[src/rtl/bus_arbiter.sv]
// Three-master bus arbiter (CPU, DMA0, DMA1) with DMA burst limiting, DMA round-robin,
// back-to-back handover on xfer_done, abort on request drop and ownership timeout.

module bus_arbiter #(
    parameter int MAX_BURST = 4,
    parameter int TIMEOUT   = 15
) (
    input  logic       clk,
    input  logic       reset,
    input  logic       cpu_req,
    input  logic       dma0_req,
    input  logic       dma1_req,
    input  logic       xfer_done,
    output logic       cpu_grant,
    output logic       dma0_grant,
    output logic       dma1_grant,
    output logic [1:0] owner,
    output logic       sel_dma,
    output logic       arb_timeout
);

    localparam int BW = (MAX_BURST < 1) ? 1 : $clog2(MAX_BURST + 1);
    localparam logic [BW-1:0] BURST_MAX   = BW'(MAX_BURST);
    localparam logic [BW-1:0] BURST_ONE   = BW'(1);
    localparam logic [BW-1:0] BURST_ZERO  = BW'(0);
    localparam logic [3:0]    TIMEOUT_CNT = 4'(TIMEOUT);

    // State encoding doubles as the owner code.
    typedef enum logic [1:0] {
        IDLE     = 2'b00,
        OWN_CPU  = 2'b01,
        OWN_DMA0 = 2'b10,
        OWN_DMA1 = 2'b11
    } state_t;

    state_t         state_r;
    state_t         state_s;
    state_t         arb_s;
    logic           arb_en_s;
    logic           owner_req_s;
    logic           timeout_s;
    logic           burst_full_s;
    logic [3:0]     tmo_cnt_r;
    logic [3:0]     tmo_cnt_s;
    logic [BW-1:0]  burst_cnt_r;
    logic [BW-1:0]  burst_cnt_s;
    logic           favour_d1_r;
    logic           favour_d1_s;

    logic           cpu_grant_r;
    logic           dma0_grant_r;
    logic           dma1_grant_r;
    logic [1:0]     owner_r;
    logic           sel_dma_r;
    logic           arb_timeout_r;

    // CPU only beats DMA once the burst allowance is spent; DMA pair is round-robin.
    function automatic state_t arbitrate(
        input logic cpu,
        input logic d0,
        input logic d1,
        input logic burst_full,
        input logic favour_d1
    );
        state_t res;
        if (cpu && burst_full) begin
            res = OWN_CPU;
        end else if (d0 && d1) begin
            res = favour_d1 ? OWN_DMA1 : OWN_DMA0;
        end else if (d0) begin
            res = OWN_DMA0;
        end else if (d1) begin
            res = OWN_DMA1;
        end else if (cpu) begin
            res = OWN_CPU;
        end else begin
            res = IDLE;
        end
        return res;
    endfunction

    assign burst_full_s = (burst_cnt_r == BURST_MAX);

    // Arbitration result and the current owner's request line.
    always_comb begin
        arb_s = arbitrate(cpu_req, dma0_req, dma1_req, burst_full_s, favour_d1_r);
        owner_req_s = 1'b0;
        case (state_r)
            OWN_CPU:  owner_req_s = cpu_req;
            OWN_DMA0: owner_req_s = dma0_req;
            OWN_DMA1: owner_req_s = dma1_req;
            default:  owner_req_s = 1'b0;
        endcase
    end

    // Next-state: completion beats abort, abort beats timeout.
    always_comb begin
        state_s   = state_r;
        arb_en_s  = 1'b0;
        timeout_s = 1'b0;
        if (state_r == IDLE) begin
            arb_en_s = 1'b1;
            state_s  = arb_s;
        end else if (xfer_done) begin
            arb_en_s = 1'b1;
            state_s  = arb_s;
        end else if (!owner_req_s) begin
            state_s = IDLE;
        end else if (tmo_cnt_r == TIMEOUT_CNT) begin
            state_s   = IDLE;
            timeout_s = 1'b1;
        end else begin
            state_s = state_r;
        end
    end

    // Ownership counter, burst counter and round-robin pointer updates.
    always_comb begin
        tmo_cnt_s   = tmo_cnt_r;
        burst_cnt_s = burst_cnt_r;
        favour_d1_s = favour_d1_r;

        if ((state_s == IDLE) || xfer_done || (state_s != state_r)) begin
            tmo_cnt_s = 4'd0;
        end else begin
            tmo_cnt_s = tmo_cnt_r + 4'd1;
        end

        if (!cpu_req) begin
            burst_cnt_s = BURST_ZERO;
        end else if (arb_en_s && (arb_s == OWN_CPU)) begin
            burst_cnt_s = BURST_ZERO;
        end else if (arb_en_s && ((arb_s == OWN_DMA0) || (arb_s == OWN_DMA1))) begin
            if (burst_full_s) begin
                burst_cnt_s = BURST_MAX;
            end else begin
                burst_cnt_s = burst_cnt_r + BURST_ONE;
            end
        end else begin
            burst_cnt_s = burst_cnt_r;
        end

        if (arb_en_s && (arb_s == OWN_DMA0)) begin
            favour_d1_s = 1'b1;
        end else if (arb_en_s && (arb_s == OWN_DMA1)) begin
            favour_d1_s = 1'b0;
        end else begin
            favour_d1_s = favour_d1_r;
        end
    end

    // State, counters and output registers; outputs are decoded from the next state.
    always_ff @(posedge clk) begin
        if (reset) begin
            state_r       <= IDLE;
            tmo_cnt_r     <= 4'd0;
            burst_cnt_r   <= BURST_ZERO;
            favour_d1_r   <= 1'b0;
            cpu_grant_r   <= 1'b0;
            dma0_grant_r  <= 1'b0;
            dma1_grant_r  <= 1'b0;
            owner_r       <= 2'b00;
            sel_dma_r     <= 1'b0;
            arb_timeout_r <= 1'b0;
        end else begin
            state_r       <= state_s;
            tmo_cnt_r     <= tmo_cnt_s;
            burst_cnt_r   <= burst_cnt_s;
            favour_d1_r   <= favour_d1_s;
            cpu_grant_r   <= (state_s == OWN_CPU);
            dma0_grant_r  <= (state_s == OWN_DMA0);
            dma1_grant_r  <= (state_s == OWN_DMA1);
            owner_r       <= state_s;
            sel_dma_r     <= state_s[1];
            arb_timeout_r <= timeout_s;
        end
    end

    assign cpu_grant   = cpu_grant_r;
    assign dma0_grant  = dma0_grant_r;
    assign dma1_grant  = dma1_grant_r;
    assign owner       = owner_r;
    assign sel_dma     = sel_dma_r;
    assign arb_timeout = arb_timeout_r;

    bus_arbiter_checker u_checker (
        .clk         (clk),
        .reset       (reset),
        .cpu_grant   (cpu_grant_r),
        .dma0_grant  (dma0_grant_r),
        .dma1_grant  (dma1_grant_r),
        .owner       (owner_r),
        .sel_dma     (sel_dma_r),
        .arb_timeout (arb_timeout_r)
    );

endmodule

// Output consistency properties for bus_arbiter.
module bus_arbiter_checker (
    input logic       clk,
    input logic       reset,
    input logic       cpu_grant,
    input logic       dma0_grant,
    input logic       dma1_grant,
    input logic [1:0] owner,
    input logic       sel_dma,
    input logic       arb_timeout
);

    a_grant_onehot: assert property (@(posedge clk) disable iff (reset)
        $onehot0({cpu_grant, dma0_grant, dma1_grant}));

    a_owner_decode: assert property (@(posedge clk) disable iff (reset)
        (cpu_grant == (owner == 2'b01)) && (dma0_grant == (owner == 2'b10)) &&
        (dma1_grant == (owner == 2'b11)));

    a_sel_dma: assert property (@(posedge clk) disable iff (reset)
        sel_dma == (dma0_grant || dma1_grant));

    a_timeout_idle: assert property (@(posedge clk) disable iff (reset)
        arb_timeout |-> (owner == 2'b00));

    a_timeout_pulse: assert property (@(posedge clk) disable iff (reset)
        arb_timeout |=> !arb_timeout);

endmodule

[config.mk]
export PLATFORM = sky130hd
export DESIGN_NAME = bus_arbiter
export DESIGN_NICKNAME = d
export VERILOG_FILES = /design/src/rtl/bus_arbiter.sv
export SDC_FILE = /design/constraint.sdc
export NUM_CORES = 1
export LEC_CHECK = 0
export ABC_AREA = 1
export CAP_MARGIN = 40
export CORE_UTILIZATION = 48
export DETAILED_ROUTE_END_ITERATION = 8
export PLACE_DENSITY = 0.84
export SLEW_MARGIN = 15
export SYNTH_ARGS = -nofsm -noshare
export SYNTH_HDL_FRONTEND = slang
export SYNTH_SLANG_ARGS = --single-unit
[constraint.sdc]
create_clock -name clk -period 1.7 [get_ports clk]
set_clock_uncertainty 0.2 [all_clocks]
set_input_delay 0.255 -clock clk [delete_from_list [all_inputs] [get_ports clk]]
set_output_delay 0.255 -clock clk [all_outputs]
set_load 0.02 [all_outputs]
# Word-level counts from Yosys, hierarchy flattened
# Cells that the tools add are included.
# op_classes
n_addsub	2
n_mul	0
div	0
magnitude_cmp	0
eq_ne	12
n_shift	0
n_mux	17
bitwise	2
reduce_logical	15
# ops
operator	n
$mux W2	8
$eq A2 B2 Y1 const B	6
$mux W1	7
$eq A2 B1 Y1 const B	3
$logic_and A1 B1 Y1	6
$add A4 B1 Y4 const B	1
$eq A4 B4 Y1 const B	1
$logic_not A2 Y1	2
$reduce_or A4 Y1	1
$add A3 B1 Y3 const B	1
$eq A3 B3 Y1 const B	1
$logic_or A1 B1 Y1	3
$mux W3	1
$pmux W1 S3	1
$reduce_or A3 Y1	1
$ne A2 B2 Y1	1
$not A1 Y1	2
$reduce_bool A2 Y1	1
$reduce_or A2 Y1	1
# word_totals
ff_bits	15
latch_bits	0
ramBits	0
rom_bits	0
input_bits	6
elab_cells	57
n_memories	0

# Longest topological paths before layout
# logic_depth
ltp_word	11
mapped_depth	9
ltp_nobuf	9

# Worst setup path after synthesis
# No wires, ideal clock.
# synth_path
path_type	register to register
startpoint	reg burst_cnt_r[0]
endpoint	reg tmo_cnt_r[2]
arrival_ns	1.094
path_slack_ns	0.290
path_stages_with_launch	9
path_cell_list	dfxtp_1 -> inv_1 -> ha_1 -> nand3_2 -> nand3_1 -> nand2_1 -> nand3_1 -> nand3_2 -> nor2_1
# synth_between
elab_chain_len	9
# synth_rtl
item	line_no	rtl
start, declared	45	logic [BW-1:0] burst_cnt_r;
start signal, assigned	168	burst_cnt_r <= burst_cnt_s;
$eq A3 B3 Y1 *	82	assign burst_full_s = (burst_cnt_r == BURST_MAX);
$logic_and A1 B1 Y1 *	66	if (cpu && burst_full) begin
$mux W2 *	66	
$mux W2	104	end else if (xfer_done) begin
$mux W2 *	101	if (state_r == IDLE) begin
$logic_not A2 Y1	123	if ((state_s == IDLE) || xfer_done || (state_s != state_r)) begin
$logic_or A1 B1 Y1	123	
$logic_or A1 B1 Y1 *	123	
$reduce_or A2 Y1 (no source line) *	n/a	
end signal, assigned	167	tmo_cnt_r <= tmo_cnt_s;
end, declared	43	logic [3:0] tmo_cnt_r;
# Mark *: on every way between the ends. The rest lies on a longest branch, timed or not.
# A chain may end at the register's enable or synchronous reset.

# Final worst setup path
# layout_path
startpoint	reg dma0_grant_r (netlist: dma0_grant)
endpoint	out dma0_grant
# layout_rtl
item	line_no	rtl
start, declared	51	logic dma0_grant_r;
start signal, assigned	171	dma0_grant_r <= (state_s == OWN_DMA0);
end, declared	15	output logic dma0_grant,
# No word-level cell between the ends.

==> run metrics <==
min Tclk post-route=1.658 ns; placer congestion estimate=0.7347; most frequent cells in the layout=15 x sky130_fd_sc_hd__nand2_1, 14 x sky130_fd_sc_hd__dfxtp_1, 12 x sky130_fd_sc_hd__nor2_1, 10 x sky130_fd_sc_hd__nand3_1, 8 x sky130_fd_sc_hd__inv_1; Worst EP arrival=1.20 ns; number of failing setup endpoints in the final timing report=0; longest individual stage delay on the worst path=about 0.6 ns; Die W=39.45 microns; Max-Slew Margin vs Limit=80.87%; clock network latency to the later pin of the worst-skew pair=0.29 ns; total number of clock tree sinks=14; fill cell count=112; Post-layout nets=~110; core region area=between 1000 and 1500 sq um; utilization of the core after routing=67.12%; first-pass GRT wire length=2587 microns; Total Power=758.6 uW; data required time of the worst path=1.24 ns; 1st-pass router iterations=4; Root Buffer Master=sky130_fd_sc_hd__clkbuf_4; max-capacitance violation count=0; most common cell after layout, fill and taps aside=sky130_fd_sc_hd__nand2_1; DIE AREA=1556 sq um; Critical path origin=dma0_grant; placed wire-length estimate=1071 microns; synthesized area=673.1 sq um; element type at the critical path end=primary output; Slowest-stage cell, CP=sky130_fd_sc_hd__clkdlybuf4s50_1; Net Count, Synth=94; worst setup timing slack at the placement stage=-0.05962 ns; count of vias placed by the detailed router=632; Post-Syn Instances=85; Hold WC Path Type=register to register; element type at the critical path start=register; Inserted Diodes=0; area added between synthesis and finish=29.74%; critical setup path kind=register to primary output; pin count of the biggest net entering global routing=9; number of instances in the placed design=114; depth of the worst register-to-register path=8; Routed wire per std cell=~13 microns; share of the cycle needed by the critical path after routing=between 90 and 100%; clock transition time at the flip-flop clock pins of the worst setup and hold paths=0.09 ns; actual slew at the worst max-slew pin=0.2848 ns; worst setup slack after layout=0.04180 ns; Setup TNS Final=0 ns; power density relative to cell area=868.6 nW/um^2; global-route usage over all layers=approximately 25%; outcome=completed; CP Buf/Inv Count=1; flop2flop setup slack=0.10 ns; Lkg Pwr=between 0.0004 and 0.0005 uW; Largest delay share family, worst path=buffers and inverters; DR vias/cell=5.356; max-slew violation count=0; clock tree from TritonCTS=yes; TritonCTS Buffers=3; number of distinct library cells after synthesis=22; Antenna Nets Post-Route=0; share of the yosys chip area belonging to registers=41.64%; CTS hold repair buffers=0; Die Height=39.45 microns; total length of routed wires=between 1500 and 2000 microns; final cell count without fillers=118; fraction of final layout cells sized beyond drive strength 1=~17%; largest vdd supply drop=between 500 and 600 uV; GR Overflow Total=0; vias in the first global route=608; DR DRC count=0; number of DRC violations after detailed-routing iteration 0=13; maximum clock path buffer count=2; worst path cell trace=clkdlybuf4s50_1; port buffer count=12; largest fanout on the critical path=1; Fmax=603.1 MHz; capture instance of the worst register-to-register path=dma1_grant; r2r startpoint=burst_cnt_r[0]; startpoint of the most critical hold path=tmo_cnt_r[0]; number of warning messages in the yosys log=0; number of I/O pins=13; Hold Path Cell Cnt=1; H-tree level count=1; antenna violations before repair=0; Hold Violations, Final=0; number of synthesized register bits=14; Avg Synthesized Cell Area=approximately 7.9 sq um; number of core rows=13; setup repair after global routing missed its margin=false; Starting Density=51.73%; worst-case hold path end point=tmo_cnt_r[0]
metal layers:
metal | track usage (%) | routed length [microns] | vias to the layer above
met5 | 0 | 0 | -
met1 | 31.14 | 649 | 297
met3 | 6.818 | 72 | 6
li1 | - | - | 312
met4 | 12.93 | 47 | 0
met2 | 40.16 | 762 | 17
state kept, by name, indices dropped and copies added, names as in the netlist:
| name | cells |
|---|---|
| favour_d1_r | 1 |
| dma1_grant | 1 |
| dma0_grant | 1 |
| burst_cnt_r | 3 |
| cpu_grant | 1 |
| tmo_cnt_r | 4 |
| owner | 2 |
| arb_timeout | 1 |
what timing repair did:
action                     4_1_cts  5_1_grt
setup endpoints to repair        3        3
cloned                           0        0
buffers inserted                 0        0
hold endpoints to repair         0        0
resized for setup                3        3
logic make-up after synthesis:
group           count (synthesis)  synth area share [%]
flops                          14                 41.64
compound gates                  6                 6.505
fa+ha+maj                       3                 5.577
simple gates                   48                 35.32
buf+inv                        11                 7.064
xor+xnor                        3                 3.904
per-stage QoR:
stage / instance area (sq um) / hold slack (ns)
6_report: 873.3 / 0.2685
2_1_floorplan: 673.1 / 0.2175
3_5_place_dp: 830.8 / 0.2480
5_1_grt: 873.3 / 0.2959
4_1_cts: 863.3 / 0.2700
3_3_place_gp: 830.8 / 0.2280
cell type report:
type	instances	area [sq um]	area share [%]
Multi-Input combinational cell	60	350.3	40.11
Sequential cell	14	280.3	32.09
Timing Repair Buffer	16	151.4	17.34
Clock buffer	4	36.28	4.155
Inverter	9	36.28	4.155
Tap cell	15	18.77	2.149
cells in the mapped netlist:
master                     number  share of area [%]
sky130_fd_sc_hd__a211oi_2       1                1.9
sky130_fd_sc_hd__nand3_2        3                4.5
sky130_fd_sc_hd__nand3b_1       1                1.1
sky130_fd_sc_hd__ha_1           3                5.6
sky130_fd_sc_hd__nand2_1       15                8.4
sky130_fd_sc_hd__xor2_1         1                1.3
sky130_fd_sc_hd__or2_1          1               0.93
sky130_fd_sc_hd__nor2_4         1                1.7
sky130_fd_sc_hd__clkbuf_1       1               0.56
sky130_fd_sc_hd__inv_1          8                4.5
sky130_fd_sc_hd__inv_4          1               0.93
sky130_fd_sc_hd__nor2_1        12                6.7
sky130_fd_sc_hd__dfxtp_1       14                 42
sky130_fd_sc_hd__nor3_1         3                2.2
sky130_fd_sc_hd__buf_4          1                1.1
sky130_fd_sc_hd__nor3_2         1                1.5
sky130_fd_sc_hd__nand3_1       10                7.4
sky130_fd_sc_hd__a21oi_1        3                2.2
sky130_fd_sc_hd__o21bai_1       1                1.1
sky130_fd_sc_hd__o21ai_2        1                1.3
sky130_fd_sc_hd__and3_1         1               0.93
sky130_fd_sc_hd__xnor2_1        2                2.6
worst max path at each step:
stage,endpoint,slack (ns),depth (start not counted)
after floorplan,tmo_cnt_r[2],0.29,8
after CTS,dma1_grant,0.02,1
after detailed placement,cpu_grant,-0.06,7
final,dma0_grant,0.04,1
after global routing,dma1_grant,0.009,8
after global placement,cpu_grant,-0.07,7
power breakdown:
group | switching [uW] | internal [uW] | total (uW)
logic | 91.9 | 65.2 | 157
clock network | 113 | 131 | 243
registers | 13.3 | 345 | 358
total | 218 | 541 | 759
Note: power is estimated with default switching activity, not from simulation.
==> RTL edit 1: new RTL, config.mk and constraints unchanged <==
Change the parameter `MAX_BURST` from 4 to 16.
--- a/src/rtl/bus_arbiter.sv
+++ b/src/rtl/bus_arbiter.sv
@@ -3,5 +3,5 @@
 
 module bus_arbiter #(
-    parameter int MAX_BURST = 4,
+    parameter int MAX_BURST = 16,
     parameter int TIMEOUT   = 15
 ) (
Behaviour: not the same (Yosys sat finds a counterexample within 10 cycles, from zero or initial values and one cycle with reset high).
==> RTL edit 1 against the original RTL <==
  * Sequential cell count up 2
  * Worst setup slack gained 0.014 ns
  * Sequential power up 12%
  * Critical path depth unchanged
  * Highest routed layer unchanged
  * Final area rose by 25%
  * Wire length is 24% higher
  * Power increased by 2.9%
  * Area after synthesis grew 19%
  * Utilization rose by 4.5 points
  * Largest power group unchanged
==> RTL edit 1: results (changes against the original RTL) <==
pre-CTS setup slack=-0.151 ns (-0.0910 ns); largest cells by area after synthesis=dfxtp_1, nand2_1, nand3_1; Routed WL=1890 microns (+24%); top-area cell type share of the netlist area=40.0% (-1.6 points); GRT Total Usage=21.5% (-3.9 points); Worst-Margin Slew=0.238 ns (-0.0472 ns); RePlAce Congestion=0.822 (+12%); Met3 Routed Length=83 microns (+15%); placed cell count=147 (+29%); Vias=795 (+26%); Area after DPL=0.00102 sq mm (+23%); FF-to-FF path depth=10 (+2); vias in the first global route=740 (+22%); Synth top cells by count=nand2_1, dfxtp_1, nand3_1, nor2_1, inv_1; largest net degree at the start of global routing=10 (+1); max reg flops=5 (+1); Seq/Total Area, Yosys=40.0% (-1.6 points); Syn Area/Cell=7.41 sq um (-6.4%); Most flops, register=burst_cnt_r; area delta synth->final=36.3%; Syn Nets=117 (+24%); Worst VDD drop=519 uV (-6.1%); GR Util met3=8.09% (+1.3 points); Synth Area in XOR/XNOR=5.47% (+1.6 points); DR iter-0 viols=23 (+10); Post-Synth Adder-Cell Area=4.69% (-0.89 points); status=completed; Synth Area in Compound Gates=6.72% (+0.21 points); share of cells above drive strength 1=23.5% (+7.0 points); M1 GR Usage=19.8% (-11 points)
-- RTL edit 1: report_power, final --
| part | switching, mW | internal [mW] |
|---|---|---|
| registers | 0.0115 | 0.391 |
| clock network | 0.106 | 0.0822 |
| logic | 0.104 | 0.0865 |
-- RTL edit 1: path summary, 6_finish.rpt --
path / slack (ns) / from / endpoint
worst min-delay path: 0.25 / tmo_cnt_r[0] / tmo_cnt_r[0]
worst min register to register: 0.25 / tmo_cnt_r[0] / tmo_cnt_r[0]
worst max-delay path: 0.06 / dma1_grant / dma1_grant
worst max register to register: 0.07 / burst_cnt_r[0] / burst_cnt_r[0]
-- RTL edit 1: what timing repair did --
action,CTS,global route
endpoints found under the setup margin,3,7
gates resized for setup,4,11
buffers inserted,0,1
gates cloned,0,1
pin swaps,0,2
-- RTL edit 1: final cells by class --
type,instances,area [sq um]
Clock buffer,3,22.5
Inverter,14,52.6
Sequential cell,16,324
Tap cell,16,20.0
Timing Repair Buffer,26,226
Fill cell,134,433
Multi-Input combinational cell,77,445
==> RTL edit 2: new RTL, config.mk and constraints unchanged <==
Without the edit above. Put one more register stage on the output `arb_timeout`. The value now appears one clock later. The other outputs are not delayed to match.
--- a/src/rtl/bus_arbiter.sv
+++ b/src/rtl/bus_arbiter.sv
@@ -33,4 +33,6 @@
         OWN_DMA1 = 2'b11
     } state_t;
+
+    logic arb_timeout_d;
 
     state_t         state_r;
@@ -182,5 +184,5 @@
     assign owner       = owner_r;
     assign sel_dma     = sel_dma_r;
-    assign arb_timeout = arb_timeout_r;
+    assign arb_timeout_d = arb_timeout_r;
 
     bus_arbiter_checker u_checker (
@@ -194,4 +196,8 @@
         .arb_timeout (arb_timeout_r)
     );
+
+    always_ff @(posedge clk) begin
+        arb_timeout <= arb_timeout_d;
+    end
 
 endmodule
Formal check against the unedited RTL: same outputs for any inputs over 10 cycles, from zero or initial values and one cycle with reset high; that may be too few to reach the edited logic, so the function may still have changed.
==> RTL edit 2 against the original RTL <==
  * Worst setup slack better by 0.0055 ns
  * Synthesized cell count stayed put
  * Non-clock buffer count is 1 higher
  * Power is 2.5% lower
  * Critical path depth stayed put
  * Count of clock-buffer cells in the layout is 1 lower
  * Wire length is 7.6% lower
  * Critical endpoint is now cpu_grant
  * Area after synthesis is 6.7% higher
  * Final area is 5.7% higher
  * Sequential cell count is 1 higher
  * Global-route usage is 4.2 points lower
==> RTL edit 2: results (changes against the original RTL) <==
Clock Latency Late Sink=0.28 ns; CTS Buffer Depth=2 (unchanged); antenna violations before repair=0 (unchanged); DR iter-0 viols=13 (unchanged); slew margin rel.=84.9% (+4.1 points); Synth top cells by count=dfxtp_1, nand2_1, nor2_1, nand3_1, inv_1; synth unique cells=25 (+14%); vias in the first global route=569 (-6.4%); Final #Nets=114 (+0.88%); LEAKAGE=0.440 nW (+6.1%); Power Internal=527 uW (-2.6%); Vias=608 (-3.8%); share of cells above drive strength 1=23.1% (+6.6 points); status=completed; post_cts resized=1 (-2); Routed WL=1420 microns (-7.6%); Syn Area/Cell=8.45 sq um (+6.7%); largest net degree at the start of global routing=10 (+1); CTS H-Tree Depth=1 (unchanged); port buffer count=12 (unchanged); post-synthesis mux area share=0% (unchanged); Area after DPL=883 sq um (+6.3%); largest cells by area after synthesis=dfxtp_1, nand2_1, nand3_1; GRT Total Usage=21.2% (-4.2 points); placed cell count=115 (+0.88%); Most flops, register=tmo_cnt_r; pre-CTS setup slack=-0.0556 ns (+0.00398 ns); Worst VDD drop=638 uV (+16%); critical path fanouts, max=1 (unchanged); ys async rst share=0% (unchanged); post-cts hold buffer count=0 (unchanged); total CTS buffers=3 (unchanged); drt via density=5.11 (-4.6%); Synth Area in Compound Gates=7.14% (+0.64 points); Synth Area in XOR/XNOR=3.66% (-0.24 points); RePlAce Congestion=0.903 (+23%); worst min path class=reg -> reg; yosys warns=0 (unchanged); crit-path leading delay family=buffers and inverters; first-pass GRT wire length=2300 microns (-11%); Post-Synth Adder-Cell Area=5.23% (-0.35 points); Post-CTS Setup Inserts=0 (unchanged); post-DP HPWL=1090 microns (+1.8%); Seq/Total Area, Yosys=41.8% (+0.18 points)
[RTL edit 2: cell count changes after synthesis, sizes merged]
| cell | before | now |
|---|---|---|
| nor2 | 13 | 14 |
| nand2 | 15 | 14 |
| nand3 | 13 | 14 |
| dfxtp | 14 | 15 |
| nor3 | 4 | 2 |
[RTL edit 2: worst paths after layout]
path | startpoint | end | slack (ns) | depth (start not counted)
worst max-delay path | cpu_grant | cpu_grant | 0.05 | 1
worst max register to register | burst_cnt_r[0] | dma0_grant | 0.12 | 7
worst min register to register | arb_timeout_d | arb_timeout | 0.14 | 0
worst min-delay path | arb_timeout_d | arb_timeout | 0.14 | 0
[RTL edit 2: layout make-up]
cell class              count  area (sq um)
clock buffers               3          22.5
clock inverters             1          5.00
fillers                   109           427
inverters                   9          36.3
multi-input cells          59           375
flip-flops and latches     15           302
well taps                  15          18.8
repair buffers             17           164
[RTL edit 2: layer usage]
layer | vias up | part of all wire [%] | global-route usage [%]
met3 | 4 | 6.4 | 8.15
met1 | 268 | 41 | 24.6
met5 | - | 0 | 0
met4 | 0 | 1.8 | 4.17
li1 | 315 | - | -
met2 | 21 | 50 | 36.9
[RTL edit 2: power by group through the flow]
stage / Sequential, mW / Clock [mW] / Combinational, mW
5_1_grt: 0.377 / 0.220 / 0.181
3_5_place_dp: 0.383 / 0 / 0.164
4_1_cts: 0.375 / 0.205 / 0.164
3_3_place_gp: 0.383 / 0 / 0.160
6_report: 0.375 / 0.198 / 0.166
2_1_floorplan: 0.400 / 0 / 0.0829
[RTL edit 2: kinds of logic (layout without fill, tap and decap cells)]
family,count (synthesis),in the layout
adders and majority gates,3,3
buffers and inverters,11,30
DFF,15,15
xor gates and xnor gates,3,3
AOI/OAI and AO/OA,6,6
and+or+nand+nor,47,47
